==> src/rtl/lsu_pkg.sv <==
// lsu_pkg: shared definitions for the data-memory load/store unit.
//   - Request size encodings (SZ_BYTE, SZ_HALF, SZ_WORD; 2'b11 behaves as a word).
//   - Controller state enum.
//   - Alignment helpers used at request acceptance.
// Optional feature macro: LSU_MISALIGN_TRAP_EN (adds the ERR state).
package lsu_pkg;

    localparam logic [1:0] SZ_BYTE = 2'b00;
    localparam logic [1:0] SZ_HALF = 2'b01;
    localparam logic [1:0] SZ_WORD = 2'b10;

`ifdef LSU_MISALIGN_TRAP_EN
    typedef enum logic [2:0] {IDLE, RD, WAIT, WR, RESP, ERR} lsu_state_e;
`else
    typedef enum logic [2:0] {IDLE, RD, WAIT, WR, RESP} lsu_state_e;
`endif

    // Reserved size 2'b11 shares the word encoding's upper bit.
    function automatic logic size_is_word(input logic [1:0] size);
        return size[1];
    endfunction

    function automatic logic is_misaligned(input logic [1:0] size, input logic [1:0] off);
        logic mis;
        if (size == SZ_BYTE) begin
            mis = 1'b0;
        end else if (size == SZ_HALF) begin
            mis = off[0];
        end else begin
            mis = (off != 2'b00);
        end
        return mis;
    endfunction

    // Natural alignment: drop the offset bits that the access size cannot use.
    function automatic logic [1:0] align_offset(input logic [1:0] size, input logic [1:0] off);
        logic [1:0] res;
        if (size == SZ_BYTE) begin
            res = off;
        end else if (size == SZ_HALF) begin
            res = {off[1], 1'b0};
        end else begin
            res = 2'b00;
        end
        return res;
    endfunction

endpackage

==> src/rtl/lsu_byte_lane.sv <==
// lsu_byte_lane: combinational lane steering for the load/store unit.
//   rd_word   in  32  word returned by the data memory
//   st_data   in  32  right-aligned store data
//   offset    in  2   byte offset within the word (already aligned)
//   size      in  2   access size (lsu_pkg SZ_*)
//   is_signed in  1   sign-extend loads when set
//   ld_result out 32  extracted and extended load value
//   st_merged out 32  rd_word with the store lane(s) replaced
module lsu_byte_lane
    import lsu_pkg::*;
(
    input  logic [31:0] rd_word,
    input  logic [31:0] st_data,
    input  logic [1:0]  offset,
    input  logic [1:0]  size,
    input  logic        is_signed,
    output logic [31:0] ld_result,
    output logic [31:0] st_merged
);

    logic [7:0]  lane_b;
    logic [15:0] lane_h;

    always_comb begin
        lane_b = rd_word[7:0];
        unique case (offset)
            2'd0: lane_b = rd_word[7:0];
            2'd1: lane_b = rd_word[15:8];
            2'd2: lane_b = rd_word[23:16];
            2'd3: lane_b = rd_word[31:24];
            default: lane_b = rd_word[7:0];
        endcase
        lane_h = offset[1] ? rd_word[31:16] : rd_word[15:0];

        if (size == SZ_BYTE) begin
            ld_result = {{24{is_signed & lane_b[7]}}, lane_b};
        end else if (size == SZ_HALF) begin
            ld_result = {{16{is_signed & lane_h[15]}}, lane_h};
        end else begin
            ld_result = rd_word;
        end
    end

    always_comb begin
        st_merged = rd_word;
        if (size == SZ_BYTE) begin
            unique case (offset)
                2'd0: st_merged[7:0]   = st_data[7:0];
                2'd1: st_merged[15:8]  = st_data[7:0];
                2'd2: st_merged[23:16] = st_data[7:0];
                2'd3: st_merged[31:24] = st_data[7:0];
                default: st_merged = rd_word;
            endcase
        end else if (size == SZ_HALF) begin
            if (offset[1]) begin
                st_merged[31:16] = st_data[15:0];
            end else begin
                st_merged[15:0] = st_data[15:0];
            end
        end else begin
            st_merged = st_data;
        end
    end

endmodule

==> src/rtl/data_mem_lsu.sv <==
// data_mem_lsu: load/store initiator between the execute stage and a word-wide data memory.
//   Request side : ReqValid/ReqReady handshake, ReqWrite, ReqSize, ReqSigned, ReqAddr (byte),
//                  ReqWData (right-aligned).
//   Response side: RespValid one-cycle pulse with RespRData (extended load, 0 for stores)
//                  and RespErr (misaligned access).
//   Memory side  : MemAddress (word), MemWriteData, MemRead, MemWrite, MemReadData
//                  (valid the cycle after MemRead).
// Sub-word stores are done as read-modify-write.
// Optional feature macro: LSU_MISALIGN_TRAP_EN
//   defined  : misaligned requests get a one-cycle error response, no memory access.
//   undefined: offsets are forced to natural alignment; RespErr is tied low.
module data_mem_lsu
    import lsu_pkg::*;
#(
    parameter int unsigned ADDR_W = 7
) (
    input  logic              Clk,
    input  logic              Reset_n,
    input  logic              ReqValid,
    output logic              ReqReady,
    input  logic              ReqWrite,
    input  logic [1:0]        ReqSize,
    input  logic              ReqSigned,
    input  logic [ADDR_W+1:0] ReqAddr,
    input  logic [31:0]       ReqWData,
    output logic              RespValid,
    output logic [31:0]       RespRData,
    output logic              RespErr,
    output logic [ADDR_W-1:0] MemAddress,
    output logic [31:0]       MemWriteData,
    output logic              MemRead,
    output logic              MemWrite,
    input  logic [31:0]       MemReadData
);

    lsu_state_e state_q, state_d;

    logic              write_q;
    logic [1:0]        size_q;
    logic              signed_q;
    logic [1:0]        off_q;
    logic [31:0]       wdata_q;
    logic [ADDR_W-1:0] mem_addr_q;
    logic [31:0]       mem_wdata_q;
    logic [31:0]       rdata_q;

    logic        accept;
    logic        req_err;
    logic [1:0]  req_off;
    logic [31:0] ld_result;
    logic [31:0] st_merged;

    assign accept = ReqValid && (state_q == IDLE);

`ifdef LSU_MISALIGN_TRAP_EN
    assign req_err = is_misaligned(ReqSize, ReqAddr[1:0]);
    assign req_off = ReqAddr[1:0];
`else
    assign req_err = 1'b0;
    assign req_off = align_offset(ReqSize, ReqAddr[1:0]);
`endif

    lsu_byte_lane u_lane (
        .rd_word   (MemReadData),
        .st_data   (wdata_q),
        .offset    (off_q),
        .size      (size_q),
        .is_signed (signed_q),
        .ld_result (ld_result),
        .st_merged (st_merged)
    );

    always_ff @(posedge Clk or negedge Reset_n) begin
        if (!Reset_n) begin
            state_q <= IDLE;
        end else begin
            state_q <= state_d;
        end
    end

    always_comb begin
        state_d = state_q;
        unique case (state_q)
            IDLE: begin
                if (ReqValid) begin
`ifdef LSU_MISALIGN_TRAP_EN
                    if (req_err) begin
                        state_d = ERR;
                    end else
`endif
                    if (ReqWrite && size_is_word(ReqSize)) begin
                        state_d = WR;
                    end else begin
                        state_d = RD;
                    end
                end
            end
            RD:   state_d = WAIT;
            WAIT: state_d = write_q ? WR : RESP;
            WR:   state_d = RESP;
            RESP: state_d = IDLE;
`ifdef LSU_MISALIGN_TRAP_EN
            ERR:  state_d = IDLE;
`endif
            default: state_d = IDLE;
        endcase
    end

    always_ff @(posedge Clk or negedge Reset_n) begin
        if (!Reset_n) begin
            write_q     <= 1'b0;
            size_q      <= SZ_BYTE;
            signed_q    <= 1'b0;
            off_q       <= 2'b00;
            wdata_q     <= '0;
            mem_addr_q  <= '0;
            mem_wdata_q <= '0;
            rdata_q     <= '0;
        end else begin
            if (accept) begin
                write_q  <= ReqWrite;
                size_q   <= ReqSize;
                signed_q <= ReqSigned;
                off_q    <= req_off;
                wdata_q  <= ReqWData;
                // Stores and errors respond with zero data.
                rdata_q  <= '0;
                // Error requests never touch memory, so the address bus keeps its last value.
                if (!req_err) begin
                    mem_addr_q <= ReqAddr[ADDR_W+1:2];
                end
                if (!req_err && ReqWrite && size_is_word(ReqSize)) begin
                    mem_wdata_q <= ReqWData;
                end
            end
            if (state_q == WAIT) begin
                if (write_q) begin
                    mem_wdata_q <= st_merged;
                end else begin
                    rdata_q <= ld_result;
                end
            end
        end
    end

    assign ReqReady     = Reset_n && (state_q == IDLE);
    assign MemRead      = (state_q == RD);
    assign MemWrite     = (state_q == WR);
    assign MemAddress   = mem_addr_q;
    assign MemWriteData = mem_wdata_q;
    assign RespRData    = rdata_q;

`ifdef LSU_MISALIGN_TRAP_EN
    assign RespValid = (state_q == RESP) || (state_q == ERR);
    assign RespErr   = (state_q == ERR);
`else
    assign RespValid = (state_q == RESP);
    assign RespErr   = 1'b0;
`endif

endmodule

==> config.mk <==
export PLATFORM = sky130hd
export DESIGN_NAME = data_mem_lsu
export DESIGN_NICKNAME = d
export VERILOG_FILES = /design/src/rtl/lsu_pkg.sv /design/src/rtl/lsu_byte_lane.sv /design/src/rtl/data_mem_lsu.sv
export SDC_FILE = /design/constraint.sdc
export NUM_CORES = 1
export LEC_CHECK = 0
export BUFFER_PORTS_ARGS = -buffer_cell sky130_fd_sc_hd__buf_2
export CORE_AREA = 2 2 146 77
export CTS_BUF_LIST = sky130_fd_sc_hd__clkbuf_8
export CTS_CLUSTER_SIZE = 8
export DETAILED_ROUTE_END_ITERATION = 6
export DIE_AREA = 0 0 148 79
export PLACE_DENSITY = 0.93
export SETUP_SLACK_MARGIN = 0.2
export SYNTH_ARGS = -nofsm -noshare
export SYNTH_HDL_FRONTEND = slang
export SYNTH_SLANG_ARGS = --single-unit
==> constraint.sdc <==
create_clock -name Clk -period 4.4 [get_ports Clk]
set_input_delay 0.88 -clock Clk [delete_from_list [all_inputs] [get_ports Clk]]
set_output_delay 0.88 -clock Clk [all_outputs]
set_load 0.01 [all_outputs]
==> results of run 1 <==
stage by stage:
stage	util (%)	cell area, µm²	setup slack [ps]	power [mW]
final	65.6	6920	1660	4.92
after global routing	65.6	6920	1510	5.21
after global placement	63.8	6730	1680	4.10
after CTS	65.6	6920	1620	4.87
after floorplan	-	5980	2220	3.44
after detailed placement	63.8	6730	1630	4.25
layout make-up:
| type | count | area, µm² | share of cell area [%] |
|---|---|---|---|
| inverter | 5 | 18.8 | 0.271 |
| clock buffer | 10 | 138 | 1.99 |
| timing repair buffer | 161 | 826 | 11.9 |
| sequential | 112 | 2800 | 40.5 |
| clock inverter | 5 | 50.0 | 0.724 |
| tap | 145 | 181 | 2.62 |
| multi-input combinational | 443 | 2900 | 41.9 |
how the worst max path moves through the flow:
stage               endpoint  slack, ps
finish              ReqReady       1660
CTS                 ReqReady       1620
floorplan           ReqReady       2220
global placement    ReqReady       1680
detailed placement  ReqReady       1630
global route        ReqReady       1510
cell families after synthesis:
group | after synthesis
flip-flops | 112
other | 1
AND/OR/NAND/NOR | 219
buffers and inverters | 52
AO/OA/AOI/OAI | 121
multiplexers | 102
flip-flops by register name, indices dropped and copies added, names as in the netlist:
name          count
state_q           3
MemAddress        7
signed_q          1
MemWriteData     32
RespRData        32
wdata_q          32
size_q            2
off_q             2
write_q           1
layer usage:
metal	global-route usage [%]	wire (µm)
met5	0	11
met4	8.19	378
met3	9.20	2380
met2	48.2	7910
met1	44.1	7490
power by group:
group	leakage [nW]	switching, mW	internal (mW)
sequential	1.40	0.442	1.50
combinational	1.95	1.42	0.948
clock	0.101	0.341	0.271
total	3.44	2.20	2.72
synthesized netlist by cell type (2+ instances only):
cell type / count / area (µm²)
buf_2: 17 / 85.1
nand3b_1: 3 / 22.5
nand3_1: 8 / 40.0
mux2_2: 19 / 214
mux2i_1: 82 / 821
a31oi_1: 2 / 12.5
inv_1: 5 / 18.8
a221oi_2: 6 / 90.1
a221o_1: 2 / 20.0
nor4b_4: 2 / 47.6
o22ai_1: 9 / 56.3
nor2_2: 2 / 12.5
and3b_1: 2 / 17.5
buf_4: 4 / 30.0
nor2_1: 7 / 26.3
a211oi_1: 8 / 60.1
o221ai_1: 8 / 70.1
nand2_1: 164 / 616
nand2b_1: 10 / 62.6
clkbuf_1: 19 / 71.3
and3_1: 9 / 56.3
a21oi_1: 52 / 260
nor3_1: 2 / 10.0
a22oi_1: 2 / 15.0
a22o_1: 6 / 52.6
a222oi_1: 6 / 60.1
dfrtp_1: 112 / 2800
nor3b_1: 2 / 15.0
buf_6: 6 / 67.6
o21ai_0: 14 / 70.1
placed cells by master, fill, tap and decap left out, types with 8 or more instances in the layout:
cell type,instances
nand2b_1,10
o21ai_0,14
o22ai_1,9
dfrtp_1,112
mux2i_1,82
o221ai_1,8
mux2_2,19
clkbuf_8,10
a211oi_1,8
nand3_1,8
and3_1,8
a21oi_1,52
nand2_1,164
buf_4,8
buf_2,153
==> summary.txt, run 1 <==
Root Driver - clkbuf_8
status - completed
Vias/cell - 6.24
Initial DRC Count - 607
Reg2Reg Capture Point - RespRData[11]
Die Wd - 148 µm
crit path DAT - 1860 ps
synth warn - 0
CP max stage delay - 460 ps
Max Slew Vio Count - 0
cell count after synthesis - 607
main combinational cell family by area after synthesis - multiplexers
EDFF count, synth - 0
Crit path max-delay family - buffers and inverters
antenna violations before repair - 1
CP cell instances - buf_4 -> nor4b_1 -> buf_2
relative slew slack - 30.5%
sequential-to-total area share from yosys stat - 46.9%
DR vias - 5,501
grt total ovfl - 0
synthesized cell area - 5980 µm²
first-pass GRT wire length - 28,200 µm
Worst Path Required - 3520 ps
peak supply drop - 0.301 mV
FF+latch count, synth - 112
Distinct cells, synth - 47
Reg2Reg Setup Slack - 1990 ps
Final Skew - 10.3 ps
gr usage total - 31.4%
class of the most critical setup path - in -> out
Num Clock Sinks - 112
Worst Setup Start Kind - input pin
H-Tree Level Count - 3
Antenna Cells - 0
placed instance count - 866
Worst setup EP type - output port
fraction of registers with async set/reset - 100%
RSZ-0062 raised after global routing - no
Routed WL per cell - 20.6 µm
vias in the first global route - 5,299
largest net degree at the start of global routing - 69
Crit Reg-Reg Startpoint - off_q[1]
Post-Synth Simple-Gate Area - 16.7%
final hold slack - 486 ps
core footprint - 10,500 µm²
Row Count - 27
total of max-cap violations - 0
Area Overhead vs Synth - 15.7%
Hold Path Class - in -> async
CTS tree - built
Synth Area in Adders - 0%
die area - 11,700 µm²
dpl hpwl - 13,000 µm
Fillers - 859
mean post-synth cell area - 9.85 µm²
CP bufs+invs - 2
effective utilization at floorplan - 56.7%
fin crit share - 62.3%
Max Fclk - 365 MHz
Final Hold Fails - 0
Power Dens Cells - 712 nW/µm²
Final min period - 2740 ps
post-synthesis compound-gate area fraction - 14.0%
Final Wtd Congestion - 0.906
setup repair bufs after CTS - 0
CTS clk-pin slew, worst paths - 90 ps
fraction of layout cells with a size suffix above 1 - 29.1%
drt drc - 0
CP max FO - 46
ys flop type - dfrtp_1
Clock Latency Late Sink - 380 ps
XOR/XNOR Fraction of Synth Area - 0%
nets@finish - 812
Critical Path Start - Reset_n
DIE HEIGHT - 79 µm
mux share of post-synthesis cell area - 17.7%
CTS buffer count - 9
Routed WL - 18,200 µm
port buffer count - 154
# hold bufs at CTS - 0
Pre-antenna DRT Iters - 5
syn nets - 687
Slowest cell on crit path - buf_4
Ports - 156
Worst-Margin Slew - 1040 ps
R2R depth - 5
final setup TNS - 0 ps
setup violators final - 0
Worst path depth - 3
leak pwr - 3.44 nW
clock buffer depth - 2
post-route ant nets - 0
Non-Filler Instances - 881
# resized after CTS - 0
Power figures use the tool's default switching activity.
==> run 2: changes to the inputs <==
Settings changed: CORE_AREA 2 2 146 77 to 2 2 151 79, DIE_AREA 0 0 148 79 to 0 0 153 81, PLACE_DENSITY 0.93 to 0.89.
Clock period 4.4 ns to 2.6 ns, I/O delays scaled along.
==> summary.txt, run 2 (synthesis gave the netlist of run 1 again) <==
H-Tree Level Count - 3
first-pass GRT wire length - 27,800 µm
dpl hpwl - 13,000 µm
vias in the first global route - 5,146
Final min period - 2260 ps
Routed WL per cell - 20.0 µm
Final Skew - 8.60 ps
effective utilization at floorplan - 52.8%
port buffer count - 154
status - completed
placed instance count - 878
total of max-cap violations - 0
fin crit share - 86.8%
grt total ovfl - 0
Row Count - 28
Slowest cell on crit path - dfrtp_1
PnR worst setup slack - 344 ps
antenna violations before repair - 1
commonest cells after routing, fill and taps aside - 164 x nand2_1, 153 x buf_2, 112 x dfrtp_1
core footprint - 11,300 µm²
met2 usage - 42.4%
Num Clock Sinks - 112
Max Slew Vio Count - 0
Worst Setup Start Kind - register
setup violators final - 0
post-route ant nets - 0
Final Hold Fails - 0
DR vias - 5,302
dpl ws - 449 ps
Ports - 156
# hold bufs at CTS - 0
Hold Path Class - in -> async
final setup TNS - 0 ps
Worst Path Required - 2860 ps
CTS buffer count - 9
Pre-antenna DRT Iters - 5
Net Sw Frac - 44.3%
gr busiest metal - met2
nets@finish - 819
setup repair bufs after CTS - 0
Worst setup EP type - register
CP max FO - 16
Final Wtd Congestion - 0.913
Root Driver - clkbuf_8
Power Dens Cells - 1200 nW/µm²
peak supply drop - 0.525 mV
crit path DAT - 2510 ps
fraction of layout cells with a size suffix above 1 - 30.0%
CP max stage delay - 800 ps
RSZ-0062 raised after global routing - no
class of the most critical setup path - reg -> reg
R2R depth - 4
CP cell instances - nand3b_1 -> mux2_2 -> nand2_1 -> a21oi_1
clock buffer depth - 2
Max Fclk - 443 MHz
gr usage total - 29.2%
Routed WL - 17,900 µm
CTS clk-pin slew, worst paths - 110 ps
drt drc - 0
# resized after CTS - 0
leak pwr - 3.49 nW
Initial DRC Count - 485
Clock Latency Late Sink - 380 ps
Die Wd - 153 µm
sequential power share - 39.5%
die area - 12,400 µm²
routing usage on met3 - 12.1%
Worst-Margin Slew - 773 ps
largest net degree at the start of global routing - 113
NetSw - 3.71 mW
relative slew slack - 48.3%
Non-Filler Instances - 895
Vias/cell - 5.92
leading cell type in the layout, fill and taps excluded - nand2_1
part of the power in the clock network - 13.0%
DIE HEIGHT - 81 µm
Layout Utilization - 62.0%
Internal Pwr Total - 4.68 mW
Area Overhead vs Synth - 17.4%
grt met1 use - 41.4%
CTS tree - built
Comb pwr share - 47.5%
run 2: metal layers:
layer | vias to the layer above | wire length [µm]
met4 | 0 | 145
met3 | 14 | 2300
li1 | 2400 | -
met2 | 307 | 7500
met5 | - | 0
met1 | 2581 | 7940
run 2: worst paths after layout:
kind | start | end | slack (ps)
hold reg to reg | wdata_q[19] | wdata_q[19] | 490
hold / removal | Reset_n | MemWriteData[27] | 210
min in group Clk | ReqAddr[2] | MemAddress[0] | 320
setup reg to reg | off_q[1] | RespRData[8] | 340
max in group asynchronous | Reset_n | MemAddress[0] | 1910
setup / recovery | off_q[1] | RespRData[8] | 340
run 2: area by class of cell:
| class | count | area, µm² |
|---|---|---|
| flip-flops and latches | 112 | 2800 |
| fillers | 985 | 4300 |
| repair buffers | 168 | 903 |
| diodes | 1 | 2.50 |
| clock buffers | 10 | 138 |
| multi-input cells | 443 | 2900 |
| clock inverters | 6 | 66.3 |
| well taps | 150 | 188 |
| inverters | 5 | 18.8 |
run 2: metrics by stage:
stage          instance area (µm²)  total power, mW  hold WS, ps
6_report                      7020             8.39          211
5_1_grt                       7020             8.96          235
4_1_cts                       7020             8.35          259
3_5_place_dp                  6810             7.24          465
3_3_place_gp                  6810             7.09          453
2_1_floorplan                 5980             5.82          224
run 2: power groups by stage:
stage,clock (mW),combinational (mW),sequential [mW]
3_5_place_dp,0,3.95,3.29
3_3_place_gp,0,3.83,3.26
4_1_cts,1.10,3.97,3.27
2_1_floorplan,0,2.59,3.23
6_report,1.09,3.99,3.31
5_1_grt,1.18,4.39,3.40
run 2: worst max-delay path, delay by kind of cell (launching register included):
family,cells,cell delay [ps]
mux,1,510
simple gates,2,750
compound gates,1,60
flops,1,800
